### config.mk
export PLATFORM = sky130hd
export DESIGN_NAME = cell_pos_reader
export DESIGN_NICKNAME = d
export VERILOG_FILES = /design/src/rtl/cell_mem_pkg.sv /design/src/rtl/cell_pos_skid_fifo.sv /design/src/rtl/cell_pos_reader.sv
export SDC_FILE = /design/constraint.sdc
export NUM_CORES = 1
export LEC_CHECK = 0
export BUFFER_PORTS_ARGS = -buffer_cell sky130_fd_sc_hd__clkbuf_2
export CAP_MARGIN = 20
export CORE_MARGIN = 2
export CORE_UTILIZATION = 35
export CTS_BUF_LIST = sky130_fd_sc_hd__clkbuf_8
export DETAILED_ROUTE_END_ITERATION = 10
export HOLD_SLACK_MARGIN = 0.02
export PLACE_DENSITY = 0.6
export SLEW_MARGIN = 10
export SYNTH_ARGS = -nofsm -noshare
export SYNTH_HDL_FRONTEND = slang
export SYNTH_SLANG_ARGS = --single-unit
### constraint.sdc
create_clock -name clk -period 2.6 [get_ports clk]
set_clock_uncertainty 0.05 [all_clocks]
set_input_delay 0.26 -clock clk [delete_from_list [all_inputs] [get_ports clk]]
set_output_delay 0.26 -clock clk [all_outputs]
set_load 0.05 [all_outputs]
### src/rtl/cell_mem_pkg.sv
`default_nettype none
// ============================================================================
// cell_mem_pkg : shared constants, FSM encoding and FIFO entry type for the
//                cell position memory read path.
// Revision     : 1.0
// ============================================================================
package cell_mem_pkg;

    localparam int DATA_WIDTH   = 96;
    localparam int ADDR_WIDTH   = 8;
    localparam int PARTICLE_NUM = 220;
    localparam int RD_LATENCY   = 2;
    localparam int FIFO_DEPTH   = 4;
    localparam int COUNT_LSB    = 0;
    localparam int OCC_WIDTH    = 4;

    typedef enum logic [2:0] {
        ST_IDLE     = 3'd0,
        ST_RD_CNT   = 3'd1,
        ST_WAIT_CNT = 3'd2,
        ST_STREAM   = 3'd3,
        ST_FIN      = 3'd4
    } state_e;

    typedef struct packed {
        logic                  last;
        logic [ADDR_WIDTH-1:0] id;
        logic [DATA_WIDTH-1:0] data;
    } pos_entry_t;

    function automatic logic [ADDR_WIDTH-1:0] clamp_count(
        input logic [ADDR_WIDTH-1:0] raw,
        input int                    max_count
    );
        if (int'(raw) > max_count) return ADDR_WIDTH'(max_count);
        return raw;
    endfunction

endpackage
`default_nettype wire

### src/rtl/cell_pos_skid_fifo.sv
`default_nettype none
// ============================================================================
// cell_pos_skid_fifo : read-latency tag pipeline feeding a first-word-fall-
//                      through FIFO of tagged particle words.
// Revision           : 1.0
// ============================================================================
module cell_pos_skid_fifo
    import cell_mem_pkg::*;
#(
    parameter int DEPTH   = FIFO_DEPTH,
    parameter int LATENCY = RD_LATENCY
) (
    input  logic                  clk,
    input  logic                  rst_n,
    input  logic                  issue_valid,
    input  logic [ADDR_WIDTH-1:0] issue_id,
    input  logic                  issue_last,
    input  logic [DATA_WIDTH-1:0] rd_data,
    input  logic                  pop,
    output logic                  head_valid,
    output pos_entry_t            head,
    output logic [OCC_WIDTH-1:0]  count,
    output logic [OCC_WIDTH-1:0]  inflight
);

    localparam int PTR_W = (DEPTH > 1) ? $clog2(DEPTH) : 1;

    logic [LATENCY-1:0]    tag_valid_q, tag_valid_d;
    logic [LATENCY-1:0]    tag_last_q, tag_last_d;
    logic [ADDR_WIDTH-1:0] tag_id_q [LATENCY];
    logic [ADDR_WIDTH-1:0] tag_id_d [LATENCY];
    pos_entry_t            slot_q [DEPTH];
    pos_entry_t            slot_d [DEPTH];
    logic [PTR_W-1:0]      wr_ptr_q, wr_ptr_d, rd_ptr_q, rd_ptr_d;
    logic [OCC_WIDTH-1:0]  count_q, count_d;
    logic                  push, pop_ok;

    function automatic logic [PTR_W-1:0] ptr_inc(input logic [PTR_W-1:0] p);
        return (int'(p) == DEPTH - 1) ? '0 : p + 1'b1;
    endfunction

    always_comb begin
        // Tag travels alongside the read so data lands exactly LATENCY cycles later
        tag_valid_d[0] = issue_valid;
        tag_last_d[0]  = issue_last;
        tag_id_d[0]    = issue_id;
        for (int i = 1; i < LATENCY; i++) begin
            tag_valid_d[i] = tag_valid_q[i-1];
            tag_last_d[i]  = tag_last_q[i-1];
            tag_id_d[i]    = tag_id_q[i-1];
        end

        push     = tag_valid_q[LATENCY-1];
        pop_ok   = pop && (count_q != '0);
        slot_d   = slot_q;
        wr_ptr_d = wr_ptr_q;
        rd_ptr_d = rd_ptr_q;

        if (push) begin
            slot_d[wr_ptr_q].last = tag_last_q[LATENCY-1];
            slot_d[wr_ptr_q].id   = tag_id_q[LATENCY-1];
            slot_d[wr_ptr_q].data = rd_data;
            wr_ptr_d              = ptr_inc(wr_ptr_q);
        end
        if (pop_ok) begin
            rd_ptr_d = ptr_inc(rd_ptr_q);
        end
        count_d = count_q + OCC_WIDTH'(push) - OCC_WIDTH'(pop_ok);

        inflight = '0;
        for (int i = 0; i < LATENCY; i++) begin
            inflight = inflight + OCC_WIDTH'(tag_valid_q[i]);
        end
    end

    always_ff @(posedge clk or negedge rst_n) begin
        if (!rst_n) begin
            tag_valid_q <= '0;
            tag_last_q  <= '0;
            for (int i = 0; i < LATENCY; i++) tag_id_q[i] <= '0;
            for (int j = 0; j < DEPTH; j++) slot_q[j] <= '0;
            wr_ptr_q    <= '0;
            rd_ptr_q    <= '0;
            count_q     <= '0;
        end else begin
            tag_valid_q <= tag_valid_d;
            tag_last_q  <= tag_last_d;
            for (int i = 0; i < LATENCY; i++) tag_id_q[i] <= tag_id_d[i];
            for (int j = 0; j < DEPTH; j++) slot_q[j] <= slot_d[j];
            wr_ptr_q    <= wr_ptr_d;
            rd_ptr_q    <= rd_ptr_d;
            count_q     <= count_d;
        end
    end

    assign head_valid = (count_q != '0);
    assign head       = slot_q[rd_ptr_q];
    assign count      = count_q;

endmodule
`default_nettype wire

### src/rtl/cell_pos_reader.sv
`default_nettype none
// ============================================================================
// cell_pos_reader : reads a cell's particle count from word 0, then streams
//                   words 1..count with credit-based backpressure.
// Revision        : 1.0
// ============================================================================
module cell_pos_reader
    import cell_mem_pkg::*;
(
    input  logic                  clk,
    input  logic                  rst_n,
    input  logic                  start,
    output logic                  busy,
    output logic                  done,
    output logic [ADDR_WIDTH-1:0] mem_addr,
    output logic                  mem_rden,
    output logic                  mem_wren,
    input  logic [DATA_WIDTH-1:0] mem_q,
    output logic [DATA_WIDTH-1:0] pos_data,
    output logic [ADDR_WIDTH-1:0] pos_id,
    output logic                  pos_valid,
    output logic                  pos_last,
    input  logic                  pos_ready,
    output logic [ADDR_WIDTH-1:0] cell_count
);

    localparam int WAIT_W = (RD_LATENCY > 1) ? $clog2(RD_LATENCY) : 1;

    state_e                state_q, state_d;
    logic [WAIT_W-1:0]     wait_cnt_q, wait_cnt_d;
    logic [ADDR_WIDTH-1:0] mem_addr_q, mem_addr_d;
    logic [ADDR_WIDTH-1:0] cell_count_q, cell_count_d;
    logic [ADDR_WIDTH:0]   next_addr_q, next_addr_d;
    logic                  mem_rden_q, mem_rden_d;
    logic                  issue_q, issue_d;
    logic                  issue_last_q, issue_last_d;
    logic                  busy_q, busy_d;
    logic                  done_q, done_d;

    logic                  head_valid;
    pos_entry_t            head;
    logic [OCC_WIDTH-1:0]  fill_count, inflight;
    logic [OCC_WIDTH-1:0]  credit_used;
    logic                  credit_ok;
    logic                  pop;
    logic [ADDR_WIDTH-1:0] latched_count;

    assign pop           = head_valid && pos_ready;
    assign latched_count = clamp_count(mem_q[COUNT_LSB +: ADDR_WIDTH], PARTICLE_NUM - 1);

    // Every read in flight already owns a FIFO slot; a pop this cycle frees one
    assign credit_used = OCC_WIDTH'(issue_q) + inflight + fill_count - OCC_WIDTH'(pop);
    assign credit_ok   = credit_used < OCC_WIDTH'(FIFO_DEPTH);

    always_comb begin
        state_d      = state_q;
        wait_cnt_d   = wait_cnt_q;
        mem_addr_d   = mem_addr_q;
        cell_count_d = cell_count_q;
        next_addr_d  = next_addr_q;
        busy_d       = busy_q;
        mem_rden_d   = 1'b0;
        issue_d      = 1'b0;
        issue_last_d = 1'b0;
        done_d       = 1'b0;

        case (state_q)
            ST_IDLE: begin
                if (start) begin
                    state_d    = ST_RD_CNT;
                    busy_d     = 1'b1;
                    mem_rden_d = 1'b1;
                    mem_addr_d = '0;
                end
            end
            ST_RD_CNT: begin
                state_d    = ST_WAIT_CNT;
                wait_cnt_d = '0;
            end
            ST_WAIT_CNT: begin
                if (wait_cnt_q == WAIT_W'(RD_LATENCY - 1)) begin
                    cell_count_d = latched_count;
                    if (latched_count == '0) begin
                        state_d = ST_FIN;
                        done_d  = 1'b1;
                    end else begin
                        state_d      = ST_STREAM;
                        mem_rden_d   = 1'b1;
                        issue_d      = 1'b1;
                        mem_addr_d   = ADDR_WIDTH'(1);
                        issue_last_d = (latched_count == ADDR_WIDTH'(1));
                        next_addr_d  = (ADDR_WIDTH + 1)'(2);
                    end
                end else begin
                    wait_cnt_d = wait_cnt_q + 1'b1;
                end
            end
            ST_STREAM: begin
                if ((next_addr_q <= {1'b0, cell_count_q}) && credit_ok) begin
                    mem_rden_d   = 1'b1;
                    issue_d      = 1'b1;
                    mem_addr_d   = next_addr_q[ADDR_WIDTH-1:0];
                    issue_last_d = (next_addr_q == {1'b0, cell_count_q});
                    next_addr_d  = next_addr_q + 1'b1;
                end
                if (pop && head.last) begin
                    state_d = ST_FIN;
                    done_d  = 1'b1;
                end
            end
            ST_FIN: begin
                state_d = ST_IDLE;
                busy_d  = 1'b0;
            end
            default: begin
                state_d = ST_IDLE;
                busy_d  = 1'b0;
            end
        endcase
    end

    always_ff @(posedge clk or negedge rst_n) begin
        if (!rst_n) begin
            state_q      <= ST_IDLE;
            wait_cnt_q   <= '0;
            mem_addr_q   <= '0;
            cell_count_q <= '0;
            next_addr_q  <= '0;
            mem_rden_q   <= 1'b0;
            issue_q      <= 1'b0;
            issue_last_q <= 1'b0;
            busy_q       <= 1'b0;
            done_q       <= 1'b0;
        end else begin
            state_q      <= state_d;
            wait_cnt_q   <= wait_cnt_d;
            mem_addr_q   <= mem_addr_d;
            cell_count_q <= cell_count_d;
            next_addr_q  <= next_addr_d;
            mem_rden_q   <= mem_rden_d;
            issue_q      <= issue_d;
            issue_last_q <= issue_last_d;
            busy_q       <= busy_d;
            done_q       <= done_d;
        end
    end

    cell_pos_skid_fifo #(
        .DEPTH   (FIFO_DEPTH),
        .LATENCY (RD_LATENCY)
    ) u_fifo (
        .clk         (clk),
        .rst_n       (rst_n),
        .issue_valid (issue_q),
        .issue_id    (mem_addr_q),
        .issue_last  (issue_last_q),
        .rd_data     (mem_q),
        .pop         (pop),
        .head_valid  (head_valid),
        .head        (head),
        .count       (fill_count),
        .inflight    (inflight)
    );

    assign busy       = busy_q;
    assign done       = done_q;
    assign mem_addr   = mem_addr_q;
    assign mem_rden   = mem_rden_q;
    assign mem_wren   = 1'b0;
    assign cell_count = cell_count_q;
    assign pos_valid  = head_valid;
    assign pos_data   = head.data;
    assign pos_id     = head.id;
    assign pos_last   = head.last;

endmodule
`default_nettype wire

-- After elaboration in Yosys (flattened, before gate mapping)
Index checks and enable logic that the tools add are counted.
- flip-flop bits (word level): 482
- input bits: 100
- add/subtract/negate cells: 10
- reduce and logical (&&, ||, !) cells: 17
- magnitude comparators: 6
- equal/unequal tests: 12
- bitwise gates (word level): 3
- muxes and demuxes: 49
- operators by type and width (cell ; count):
    $bwmux W420 ; 3
    $demux W105 S2 ; 3
    $mux W105 ; 3
    $bmux W105 S2 ; 1
    $mux W104 ; 1
    $mux W96 ; 1
    $mux W8 ; 6
    $mux W9 ; 3
    $pmux W8 S3 ; 1
    $pmux W9 S2 ; 1
    $mux W1 ; 13
    $mux W3 ; 4
    $pmux W3 S4 ; 1
    $ne A2 B2 Y1 const B ; 5
    $pmux W1 S2 ; 5
    $add A9 B1 Y9 const B ; 1
    $eq A9 B8 Y1 ; 1
    $le A9 B8 Y1 ; 1
    $eq A8 B1 Y1 const B ; 1
    $gt A8 B8 Y1 const B ; 1
    $logic_not A8 Y1 ; 1
    $sub A4 B1 Y4 ; 2
    $eq A3 B2 Y1 const B ; 2
    $ge A3 B3 Y1 const B ; 2
    other kinds (24) ; 34

-- Logic depth before layout (Yosys ltp)
Gate-level depths: netlist of the first run.
- word-level depth: 8
- gate-level depth with buffers: 14
- depth with buffers taken out: 13

-- Cells and area by module
Synthesis of the first run repeated with hierarchy kept, for this count alone.
- cell total of the unflattened synthesis: 1287
- area total of the unflattened synthesis: 21065.2 um^2
- modules (own cells, without submodules) (module ; area each (um^2) ; cells each ; times used ; seq. area each (um^2)):
    cell_pos_skid_fifo ; 19099.6 ; 1083 ; 1 ; 11210.8
    cell_pos_reader ; 1965.6 ; 204 ; 1 ; 850.8

-- Worst setup path before layout of the first run
OpenSTA, ideal clock, no wires.
- path kind: register to register
- start point: register u_fifo.count_q[2], in the netlist u_fifo.count[2]
- end point: register next_addr_q[2]
- period minus slack after synthesis: 3284 ps
- library setup time: 124 ps
- path buffers: 0
- slack: -684 ps
- stages on the path, launching flop included: 14
- arrival time: 3110 ps
- cell sequence: dfrtp_1 -> inv_1 -> ha_1 -> nand3_1 -> nand2_1 -> inv_1 -> ha_1 -> inv_1 -> ha_1 -> a21o_1 -> a21oi_1 -> mux2_4 -> and4_4 -> a211o_1
- longest elaborated chain between the ends: 7
- ends and longest elaborated chain (item ; line ; text):
    start: declaration ; cell_pos_skid_fifo.sv:35 ; logic [OCC_WIDTH-1:0] count_q, count_d;
    start signal: assignment ; cell_pos_skid_fifo.sv:92 ; count_q <= count_d;
    $reduce_bool A4 Y1 ; cell_pos_skid_fifo.sv:96 ; assign head_valid = (count_q != '0);
    via pos_valid ; cell_pos_reader.sv:21 ; output logic pos_valid,
    $logic_and A1 B1 Y1 ; cell_pos_reader.sv:48 ; assign pop = head_valid && pos_ready;
    $sub A4 B1 Y4 ; cell_pos_reader.sv:52 ; assign credit_used = OCC_WIDTH'(issue_q) + inflight + fill_count - OCC_WIDTH'(pop);
    $lt A4 B3 Y1 ; cell_pos_reader.sv:53 ; assign credit_ok = credit_used < OCC_WIDTH'(FIFO_DEPTH);
    $logic_and A1 B1 Y1 ; cell_pos_reader.sv:99 ; if ((next_addr_q <= {1'b0, cell_count_q}) && credit_ok) begin
    $ne A2 B2 Y1 (no line) ; -- ;
    $reduce_and A4 Y1 (no line) ; -- ;
    end signal: assignment ; cell_pos_reader.sv:139 ; next_addr_q <= next_addr_d;
    end: declaration ; cell_pos_reader.sv:33 ; logic [ADDR_WIDTH:0] next_addr_q, next_addr_d;
The timed path passes the listed nets, and every way through them passes these cells.
A chain may end at the register's enable or synchronous reset.

-- Worst setup path after layout of the first run
- start point: register u_fifo.rd_ptr_q[0]
- end point: output pos_data[74]
- longest elaborated chain between the ends: 4
- ends and longest elaborated chain (item ; line ; text):
    start: declaration ; cell_pos_skid_fifo.sv:34 ; logic [PTR_W-1:0] wr_ptr_q, wr_ptr_d, rd_ptr_q, rd_ptr_d;
    start signal: assignment ; cell_pos_skid_fifo.sv:91 ; rd_ptr_q <= rd_ptr_d;
    $not A2 Y3 (not written as such) ; cell_pos_skid_fifo.sv:97 ; assign head = slot_q[rd_ptr_q];
    $bmux W105 S2 ; cell_pos_skid_fifo.sv:97 ;
    $mux W105 (not written as such) (2 in a row) ; cell_pos_skid_fifo.sv:97 ;
    end: declaration ; cell_pos_reader.sv:19 ; output logic [DATA_WIDTH-1:0] pos_data,
No other way between the ends. The select of a mux whose other input is x is not followed.

==> summary by stage, run 1 <==
Place
The count of input and output buffers is 224. The weighted congestion reported at the end of routability-driven placement is ~0.76. The worst slack at placement is -66.3 ps. The total half-perimeter wirelength after legalization and detailed placement is 31,500 um.

Timing
The final-report max-slew violation count is 0. The final number of hold-violating endpoints is 0. The maximum frequency from static timing analysis is about 0.38 GHz.

After layout, the worst setup slack is roughly 2.3 ps. The actual transition at the worst max-transition pin is 788 ps. The minimum clock period is 2600 ps. Summed over all failing endpoints, the final setup total negative slack is 0 ps.

Setup repair after global routing could not meet its margin everywhere. The worst slew margin relative to its limit is 47.5%. Setup violations remaining at the end of the flow were counted as 0.

The final cycle utilization of the critical path is 99.9%. The tightest hold path in the finished design has a slack of 204 ps.

Job
Max-cap violations in this run came to 0.

Synth
The warning count from the yosys run is 0. The net count of the mapped netlist is 1,427. In the synthesized netlist the async set-or-reset flop fraction comes to 100%. The cell count after synthesis came out at 1,301. The number of enable-type register cells in the synthesized netlist is 0. The prevailing post-synth register cell is dfrtp_1.

The count of unique library cells instantiated by Yosys is 51. The number of synthesized register bits is 482. Averaged over all synthesized cells, the footprint is 16.1 um2.

The portion of the post-synthesis area used by sequential elements is 57.7%. The post-synthesis cell area is roughly 21,000 um2.

Clock network
In this run the clock root is driven by a clkbuf_8. The clock tree synthesis step divided the H-tree into 3 levels. The clock tree from TritonCTS is yes. The CTS sink count is 482. The later pin in the worst-skew pair is clocked with a latency of 650 ps. Clock-pin slew was measured on the worst setup and hold paths at 60 ps. The maximum root-to-sink buffer count is 3. The clock buffer count from CTS is 86.

Run status
The flow ran to the end, and the final reports show no timing, DRC or antenna violations.

Floorplanning
The die covers ~60,000 um2. The count of boundary I/O pins is 226. The initial standard-cell utilization of the core is 35.4%. The core box area is 59,000 um2. The row count is 89.

The vertical die dimension is roughly 250 um. The die boundary width is 248 um.

Worst setup path
At the worst endpoint, the arrival time is 2290 ps. The logic depth of the worst path, buffers included is 5. Grouping stages by cell kind, the critical path spends the most delay in buffers and inverters. The number of cells on the worst reg-to-reg path is 14. The sum of buffers and inverters on the critical path is 4. STA classifies the critical path startpoint as a register.

The highest fanout seen on the critical path is 8. The reg-to-reg critical path startpoint is u_fifo.count[2]. In this design, the stage delay of the slowest critical-path cell is 530 ps. The startpoint-to-endpoint class of the critical path is register to output pin. The required time reported for the critical path endpoint is 2290 ps. The slowest cell on the critical path is mux4_2.

The signal on the critical path passes through buf_12 -> buf_16 -> buf_12 -> mux4_2 -> buf_8. The type of destination of the critical path is an output pin. In this run the worst setup path begins at u_fifo.rd_ptr_q[0].

The cell with the most instances on the worst path is buf_12.

Cells and area
From synthesis to final layout, the design area changed by 32.0%. Cells with a size suffix above 1 make up 49.9% of the layout. The most common cell after layout, fill and taps aside is dfrtp_1.

The number of nets at the end of the flow is ~1,800. The library cells used most frequently in the layout, excluding fill and tap cells, are dfrtp_1 (480), mux2_2 (309), clkbuf_8 (134), clkbuf_2 (123), mux4_2 (105).

GRT
The first-pass GRT wire length is 80,500 um. Summed over all layers, the global routing overflow is 0. The via count of the first global-routing pass is 14,200. The total routing resource utilization after global routing is between 10% and 20%. The pin count of the biggest net entering global routing is between 80 and 90. The initial antenna violation count is 1.

Routing
The final layout contains routed wiring with a total length of 49,600 um. The length of the first detailed-routing pass in iterations is 4. After detailed routing, the number of remaining DRC violations is 0.

Across all layers, the routed design uses 12,600 vias. The average wire per cell in the routed design is approximately 19 um. The antenna violation net count after detailed routing is 0. In the routed layout, each cell is associated on average with a via count of 4.93. In this run, the number of DRC markers left after iteration 0 of detailed routing was between 400 and 500.

Worst hold path
The tightest min-delay check is of the input pin to asynchronous set/reset pin type.
## routing by layer
layer  vias to the layer above  wire length [um]  global-route usage, %  share of wire, %
met5                         -                 0                      0                 0
met1                      6642             21400                   20.7                43
met3                        72              1830                   3.19               3.7
met4                         0              1040                   5.92               2.1
met2                       228             25200                   28.3                51
li1                       5665                 -                      -                 -
## cell usage after synthesis, types with 2 or more instances
master / number / area [um2]
o21ai_1: 13 / 65.1
and3_1: 7 / 43.8
ha_1: 25 / 313
mux4_2: 105 / 2360
a211o_1: 2 / 17.5
mux2i_1: 2 / 20.0
nor3_1: 12 / 60.1
nand3b_1: 2 / 15.0
nand2_1: 33 / 124
a221o_1: 5 / 50.1
o22ai_1: 2 / 12.5
xnor2_1: 2 / 17.5
inv_2: 2 / 7.51
buf_2: 25 / 125
buf_1: 25 / 93.8
o21ai_0: 14 / 70.1
inv_1: 32 / 120
nor4_4: 2 / 42.5
mux2_1: 104 / 1170
nor2_1: 9 / 33.8
clkbuf_1: 17 / 63.8
mux2_2: 310 / 3490
a21o_1: 4 / 30.0
dfrtp_1: 482 / 12100
a31oi_1: 2 / 12.5
o22a_1: 4 / 35.0
a21oi_1: 8 / 40.0
nand3_1: 15 / 75.1
buf_4: 14 / 105
## logic make-up after synthesis
group,Yosys count,share of synthesized area [%]
mux,522,33.8
flops,482,57.7
buf+inv,116,2.52
simple gates,89,2.33
compound gates,62,1.97
fa+ha+maj,26,1.59
xor+xnor,3,0.126
other cells,1,0.0179
## area by class of cell
class / count / area, um2
Fill cell: 5087 / 31400
Clock inverter: 35 / 180
Timing Repair Buffer: 411 / 4200
Antenna cell: 1 / 2.50
Clock buffer: 116 / 1600
Sequential cell: 482 / 12100
Tap cell: 773 / 967
Multi-Input combinational cell: 704 / 8460
Inverter: 34 / 130
## per-stage QoR
step,utilization (%),cell area (um2),instances
after floorplan,-,21000,1301
after global placement,39.8,23500,2281
after detailed placement,39.8,23500,2281
after CTS,46.5,27400,2552
after global routing,46.8,27600,2556
final,46.8,27600,2556
## worst paths after layout
check	slack, ps	endpoint
max reg2reg	50	next_addr_q[6]
min in group clk	300	u_fifo.tag_id_q[1]
max in group asynchronous	1450	u_fifo.slot_q[362]
min reg2reg	300	u_fifo.tag_id_q[1]
min	200	u_fifo.slot_q[211]
max	2	pos_data[74]
## sequential cells by signal, summed over array words and instances (netlist names)
signal / cells
u_fifo.tag_last_q: 2
cell_count: 8
u_fifo.tag_valid_q: 2
mem_rden: 1
u_fifo.rd_ptr_q: 2
wait_cnt_q: 1
u_fifo.slot_q: 420
u_fifo.wr_ptr_q: 2
u_fifo.tag_id_q: 8
state_q: 3
mem_addr: 8
busy: 1
next_addr_q: 9
issue_last_q: 1
u_fifo.tag_id_d: 8
issue_q: 1
u_fifo.count: 4
done: 1
## repair_timing
action / CTS / global route
pin swaps: 4 / 8
endpoints found under the setup margin: 119 / 88
hold buffers: 99 / 0
resized for setup: 189 / 86
cloned: 6 / 2
endpoints found under the hold margin: 472 / 0
buffers inserted: 15 / 1
Power of run 1 is not shown: default switching activity piles up to over one toggle a cycle in this logic, so the estimate is an artifact.
==> inputs of run 2 (changes only) <==
--- a/config.mk
+++ b/config.mk
@@ -12,7 +12,7 @@
 export CTS_BUF_LIST = sky130_fd_sc_hd__clkbuf_8
 export DETAILED_ROUTE_END_ITERATION = 10
 export HOLD_SLACK_MARGIN = 0.02
-export PLACE_DENSITY = 0.6
+export PLACE_DENSITY = 0.58
 export SLEW_MARGIN = 10
 export SYNTH_ARGS = -nofsm -noshare
 export SYNTH_HDL_FRONTEND = slang
==> constraint.sdc (replaced) <==
create_clock -name clk -period 2.4 [get_ports clk]
set_clock_uncertainty 0.05 [all_clocks]
set_input_delay 0.24 -clock clk [delete_from_list [all_inputs] [get_ports clk]]
set_output_delay 0.24 -clock clk [all_outputs]
set_load 0.05 [all_outputs]
==> summary by stage, run 2 (synthesized netlist as in run 1, its figures left out) <==
Place
The total half-perimeter wirelength after legalization and detailed placement is 31,000 um (-1.7%). The worst slack at placement came to -236 ps (-170 ps). The count of input and output buffers is 224 (unchanged).

The weighted congestion reported at the end of routability-driven placement is 0.778 (+2.0%).

Cells and area
The largest registers in the layout are u_fifo.slot_q x420, next_addr_q x9. The sequential standard cell area is 12,100 um2 (unchanged). The area growth from synthesis to layout is 33.6%. The number of flip-flops in the largest register is 420 (unchanged). The share of final-layout standard cells stronger than drive strength 1 came to 50.6% (+0.62 points). The library cells used most frequently in the layout, excluding fill and tap cells, are dfrtp_1 (480), mux2_2 (309), clkbuf_8 (132), clkbuf_2 (118), mux4_2 (105).

The register with the most flip-flops in the final layout is u_fifo.slot_q. The multi-input combinational cell area is 8520 um2 (+0.72%). The number of nets at the end of the flow is 1,846 (+0.054%). The most common cell after layout, fill and taps aside is dfrtp_1.

The number of fillers in the final layout was 5,170 (+1.6%). The fraction of the core area covered by cells at the end of the flow was 47.3% (+0.57 points).

Timing
Setup repair after global routing could not meet its margin everywhere. The worst path setup slack after routing is -156 ps (-158 ps). The final number of hold-violating endpoints is 0 (unchanged). The minimum clock period is around 2600 ps. For this run, the top clock speed supported by timing is 0.391 GHz. The worst slew margin relative to its limit is 64.7% (+17 points). The actual transition at the worst max-transition pin is 530 ps (-258 ps). The number of failing setup endpoints in the final timing report came to 119 (+119). Dividing the final minimum period by the clock period gives 106%. The final-report max-slew violation count was 0 (unchanged). The final-layout setup total negative slack is -11,270 ps (-11,270 ps).

Floorplanning
The row count was 89 (unchanged). The count of boundary I/O pins was 226 (unchanged). The vertical die dimension came to 248 um (unchanged). The core box area was 59,000 um2 (unchanged). The area enclosed by the die boundary is 61,700 um2 (unchanged). The initial standard-cell utilization of the core is 35.4% (unchanged).

The die boundary width is 248 um (unchanged).

Clock network
The latest clock arrival within the worst-skew pair is 680 ps (+30 ps). The clock buffer count from CTS is 87 (+1.2%). The clock-pin transition on the worst setup and hold timing paths was 60 ps (about the same).

TritonCTS built the clock tree. The buffer type at the clock tree root is clkbuf_8. The maximum root-to-sink buffer count came to 3 (unchanged). The total number of H-tree levels is 3 (unchanged). The CTS sink count is 482 (unchanged).

Worst setup path
The required time reported for the critical path endpoint came to 2110 ps (-180 ps). The slowest cell on the critical path is mux4_2. The critical path is of the register to output pin type. The highest fanout seen on the critical path came to 8 (unchanged). The signal on the critical path passes through buf_12 -> clkbuf_16 -> mux4_2 -> buf_8. The worst setup path is launched from a register. The maximum cell stage delay along the critical path was 530 ps (about the same). The type of destination of the critical path is an output pin. The arrival time at the worst endpoint is 2270 ps (-20 ps).

Run status
The final reports fail on negative setup slack. The run finished, with violations left.

GRT
The total overflow reported by the global router came to 0 (unchanged). The via count of the first global-routing pass is 14,300 (+1.2%). The initial antenna violation count is 1 (unchanged). The pin count of the biggest net entering global routing is 84 (unchanged).

The first-pass GRT wire length is 81,800 um (+1.6%). The total routing resource utilization after global routing came to 16.7% (+0.25 points).

Routing
The DRC violation count after routing was 0 (unchanged). The length of the first detailed-routing pass in iterations came to 4 (unchanged). The iteration-0 DRC count of the detailed router is 480 (+0.21%). The overall routed net length is 50,500 um (+1.9%).

The average vias per placed instance is 4.98 (+0.88%). The via count was 12,700 (+0.88%). The average wire per cell in the routed design is 19.7 um (+1.9%). The antenna violation net count after detailed routing was 0 (unchanged).

Job
The max-cap violation count was 0 (unchanged).

Worst hold path
The classification of the worst-slack hold path is input pin to asynchronous set/reset pin.
-- run 2: cell count changes in the layout (fill, tap and decap cells not counted), sizes merged --
cell      change
buf           -3
nor2          -1
inv           +4
a21oi         +1
clkbuf        -5
clkinvlp      +2
bufbuf        +1
clkinv        +1
-- run 2: stage by stage --
step	hold slack (ps)	cell area (um2)	cells
finish	82.0	27900	2556
CTS	38.1	27700	2552
detailed placement	191	23500	2280
global placement	189	23500	2280
floorplan	-106	21000	1301
global route	75.4	27900	2556
-- run 2: path summary, 6_finish.rpt --
kind / endpoint / slack, ps / start / cells after the start
setup / recovery: pos_data[56] / -160 / u_fifo.rd_ptr_q[0] / 4
hold / removal: u_fifo.slot_q[96] / 80 / rst_n / 2
setup reg to reg: next_addr_q[5] / -150 / u_fifo.count[2] / 13
hold reg to reg: u_fifo.tag_id_q[1] / 290 / u_fifo.tag_id_d[1] / 0
max in group asynchronous: u_fifo.slot_q[361] / 1350 / rst_n / 3
min in group clk: u_fifo.tag_id_q[1] / 290 / u_fifo.tag_id_d[1] / 0
-- run 2: metal layers --
metal / routed length (um) / GRT usage [%] / vias to the layer above
met5: 0 / 0 / -
met4: 1130 / 5.89 / 0
met3: 2050 / 3.28 / 79
met2: 25200 / 28.2 / 247
met1: 22100 / 21.5 / 6706
li1: - / - / 5686
-- run 2: final cells by class --
| cell class | instances | share of cell area [%] |
|---|---|---|
| flip-flops and latches | 482 | 43.2 |
| repair buffers | 411 | 16.1 |
| inverters | 34 | 0.466 |
| clock inverters | 42 | 0.909 |
| multi-input cells | 704 | 30.5 |
| clock buffers | 109 | 5.37 |
| well taps | 773 | 3.46 |
| diodes | 1 | 0.00896 |
-- run 2: worst max-delay path: cells and delay by family (launching register included) --
family   cells  cell delay, ps
buf+inv      3             570
mux          1             530
flops        1             480
-- run 2: timing repair --
item / 4_1_cts / 5_1_grt
gates cloned: 7 / 2
hold endpoints to repair: 881 / 0
setup endpoints to repair: 123 / 124
setup buffers: 15 / 2
resized for setup: 254 / 93
pin swaps: 18 / 4
hold buffers: 99 / 0
Power of run 2 is left out for the same reason.
==> inputs of run 3 (changes only) <==
--- a/config.mk
+++ b/config.mk
@@ -8,11 +8,11 @@
 export BUFFER_PORTS_ARGS = -buffer_cell sky130_fd_sc_hd__clkbuf_2
 export CAP_MARGIN = 20
 export CORE_MARGIN = 2
-export CORE_UTILIZATION = 35
+export CORE_UTILIZATION = 45
 export CTS_BUF_LIST = sky130_fd_sc_hd__clkbuf_8
 export DETAILED_ROUTE_END_ITERATION = 10
 export HOLD_SLACK_MARGIN = 0.02
-export PLACE_DENSITY = 0.58
+export PLACE_DENSITY = 0.7
 export SLEW_MARGIN = 10
 export SYNTH_ARGS = -nofsm -noshare
 export SYNTH_HDL_FRONTEND = slang
==> constraint.sdc (replaced) <==
create_clock -name clk -period 2.6 [get_ports clk]
set_clock_uncertainty 0.05 [all_clocks]
set_input_delay 0.26 -clock clk [delete_from_list [all_inputs] [get_ports clk]]
set_output_delay 0.26 -clock clk [all_outputs]
set_load 0.05 [all_outputs]
==> summary by stage, run 3 (synthesized netlist as in run 1, its figures left out) <==
Worst setup path
Tracing the worst setup path back leads to its startpoint at u_fifo.count[2]. The slowest cell on the critical path is dfrtp_1. In this run the critical register-to-register path is launched from u_fifo.count[2].

The critical path goes through inv_2 -> ha_4 -> nand3_4 -> nand2_4 -> inv_4 -> ha_4 -> inv_2 -> ha_4 -> a21o_1 -> a21oi_4 -> mux2_4 -> a21oi_4 -> buf_6 -> a221o_1. The kind of cell adding the most delay to the critical path is compound AO/OA/AOI/OAI gates. The startpoint-to-endpoint class of the critical path is register to register. STA classifies the critical path endpoint as a register. The maximum cell stage delay along the critical path is 370 ps (-160 ps).

The arrival time at the worst endpoint was 3110 ps (+840 ps). The startpoint type of the worst setup path is a register. The sum of buffers and inverters on the critical path came to 4 (+1).

The highest fanout seen on the critical path is 5 (-3). The required time reported for the critical path endpoint is 3120 ps (+1010 ps). The cell with the most instances on the worst path is ha_4.

Cells and area
The number of flip-flops in the largest register is 420 (unchanged). From synthesis to final layout, the design area changed by 26.4%. The largest registers in the layout are u_fifo.slot_q x420, next_addr_q x9. The number of fillers in the final layout is 3,643 (-30%).

In the layout the commonest cells are dfrtp_1 (480), mux2_2 (309), clkbuf_2 (134), clkbuf_8 (128), mux4_2 (105). The sequential standard cell area is 12,100 um2 (unchanged). The multi-input combinational cell area was 8460 um2 (-0.79%). The share of final-layout standard cells stronger than drive strength 1 is 48.3% (-2.3 points). The number of nets at the end of the flow came to 1,807 (-2.1%).

More flip-flops sit in one register than any other, and that register is u_fifo.slot_q. The most common cell after layout, fill and taps aside is dfrtp_1. The cell area after layout came to 26,400 um2 (-5.4%).

Routing
The overall routed net length is 47,100 um (-6.6%). The antenna violation net count after detailed routing is 0 (unchanged). The DRC violation count after routing is 0 (unchanged). The length of the first detailed-routing pass in iterations is 5 (+1). The average wire per cell in the routed design is 20.1 um (+1.6%). The average vias per placed instance is 5.35 (+7.4%). The via count was 12,600 (-1.3%). The iteration-0 DRC count of the detailed router is 573 (+19%).

Place
The total half-perimeter wirelength after legalization and detailed placement is 28,100 um (-9.3%). The cell area after placement is 23,000 um2 (-2.4%). The count of input and output buffers was 224 (unchanged). The worst slack at placement is -33.0 ps (+203 ps). The weighted congestion reported at the end of routability-driven placement is 0.801 (+2.9%).

Floorplanning
The row count was 78 (-12%). The core box area is 45,700 um2 (-23%). The initial standard-cell utilization of the core was 45.8% (+10 points). The count of boundary I/O pins was 226 (unchanged). The vertical die dimension is 220 um (-12%). The area enclosed by the die boundary is 48,200 um2 (-22%).

The die boundary width came to 220 um (-12%).

Timing
Setup repair after global routing could not meet its margin everywhere. The final-report max-slew violation count is 0 (unchanged). After layout, the minimum clock period comes to 2580 ps. The final cycle utilization of the critical path is 99.3%. The final number of hold-violating endpoints is 0 (unchanged). The actual transition at the worst max-transition pin is 611 ps (+80.8 ps). The worst slew margin relative to its limit came to 59.3% (-5.4 points). The number of failing setup endpoints in the final timing report is 0 (-100%). The worst path setup slack after routing is 17.9 ps (+174 ps). The maximum frequency from static timing analysis is just under 0.4 GHz.

Worst hold path
The tightest min-delay check is of the input pin to asynchronous set/reset pin type.

Clock network
The maximum root-to-sink buffer count is 3 (unchanged). The CTS sink count is 482 (unchanged). The clock tree from TritonCTS is yes. The clock buffer count from CTS is 83 (-4.6%). The latest clock arrival within the worst-skew pair was 650 ps (-30 ps).

The buffer type at the clock tree root is clkbuf_8. The total number of H-tree levels was 3 (unchanged). The clock-pin transition on the worst setup and hold timing paths is 60 ps (about the same).

GRT
The total routing resource utilization after global routing is 20.3% (+3.6 points). The first-pass GRT wire length is 76,300 um (-6.7%). The total overflow reported by the global router was 0 (unchanged). The pin count of the biggest net entering global routing is 74 (-12%). The initial antenna violation count is 2 (+1).

The via count of the first global-routing pass is 14,200 (-0.98%).

Job
The max-cap violation count is 0 (unchanged).

Run status
The run finished with clean final reports.
==> run 3: cell count changes in the layout (fill, tap and decap cells not counted), sizes merged <==
cell	before	now
a21oi	10	9
clkinvlp	3	1
inv	64	71
clkbuf	257	306
bufbuf	1	0
dlygate4sd3	99	101
clkinv	8	4
diode	1	2
buf	163	78
==> run 3: through the flow <==
step	TNS (ps)	std cells	util, %	hold WS, ps
3_3_place_gp	0	2078	50.3	196
4_1_cts	-1110	2343	57.7	73.4
5_1_grt	-980	2348	57.9	105
2_1_floorplan	-358	1301	-	-85.6
3_5_place_dp	-143	2078	50.3	205
6_report	0	2349	57.9	117
==> run 3: final timing paths <==
path	end	slack (ps)	cells after the start
worst min-delay path	next_addr_q[6]	120	2
max in group asynchronous	u_fifo.slot_q[155]	1610	3
worst max register to register	next_addr_q[7]	20	14
worst max-delay path	next_addr_q[7]	20	14
worst min register to register	u_fifo.tag_id_q[0]	300	0
min in group clk	u_fifo.tag_id_q[0]	300	0
==> run 3: metal layers <==
| metal | wire, um | GRT usage [%] | vias to the layer above |
|---|---|---|---|
| met3 | 1930 | 4.90 | 99 |
| li1 | - | - | 5588 |
| met4 | 1280 | 7.58 | 2 |
| met2 | 23500 | 33.8 | 234 |
| met5 | 16 | 0 | - |
| met1 | 20400 | 26.0 | 6634 |
==> run 3: cell type report <==
class	count	share of cell area (%)
antenna	2	0.0189
clock buffer	108	5.62
clock inverter	43	0.800
inverter	34	0.492
multi-input combinational	703	32.0
sequential	482	45.7
tap	600	2.84
timing repair buffer	377	12.6
==> run 3: worst reg2reg max path: stages, from the launching register on <==
cell and delay (ps):
dfrtp_1 370, inv_2 70, ha_4 140, nand3_4 70, nand2_4 90, inv_4 40
ha_4 250, inv_2 30, ha_4 190, a21o_1 180, a21oi_4 210, mux2_4 370
a21oi_4 180, buf_6 140, a221o_1 130
==> run 3: timing repair <==
item / 4_1_cts / 5_1_grt
cloned: 5 / 0
setup endpoints to repair: 120 / 70
hold endpoints to repair: 882 / 0
pin swaps: 1 / 13
setup buffers: 8 / 7
gates resized for setup: 116 / 45
hold buffers: 101 / 0
Power of run 3 is left out for the same reason.
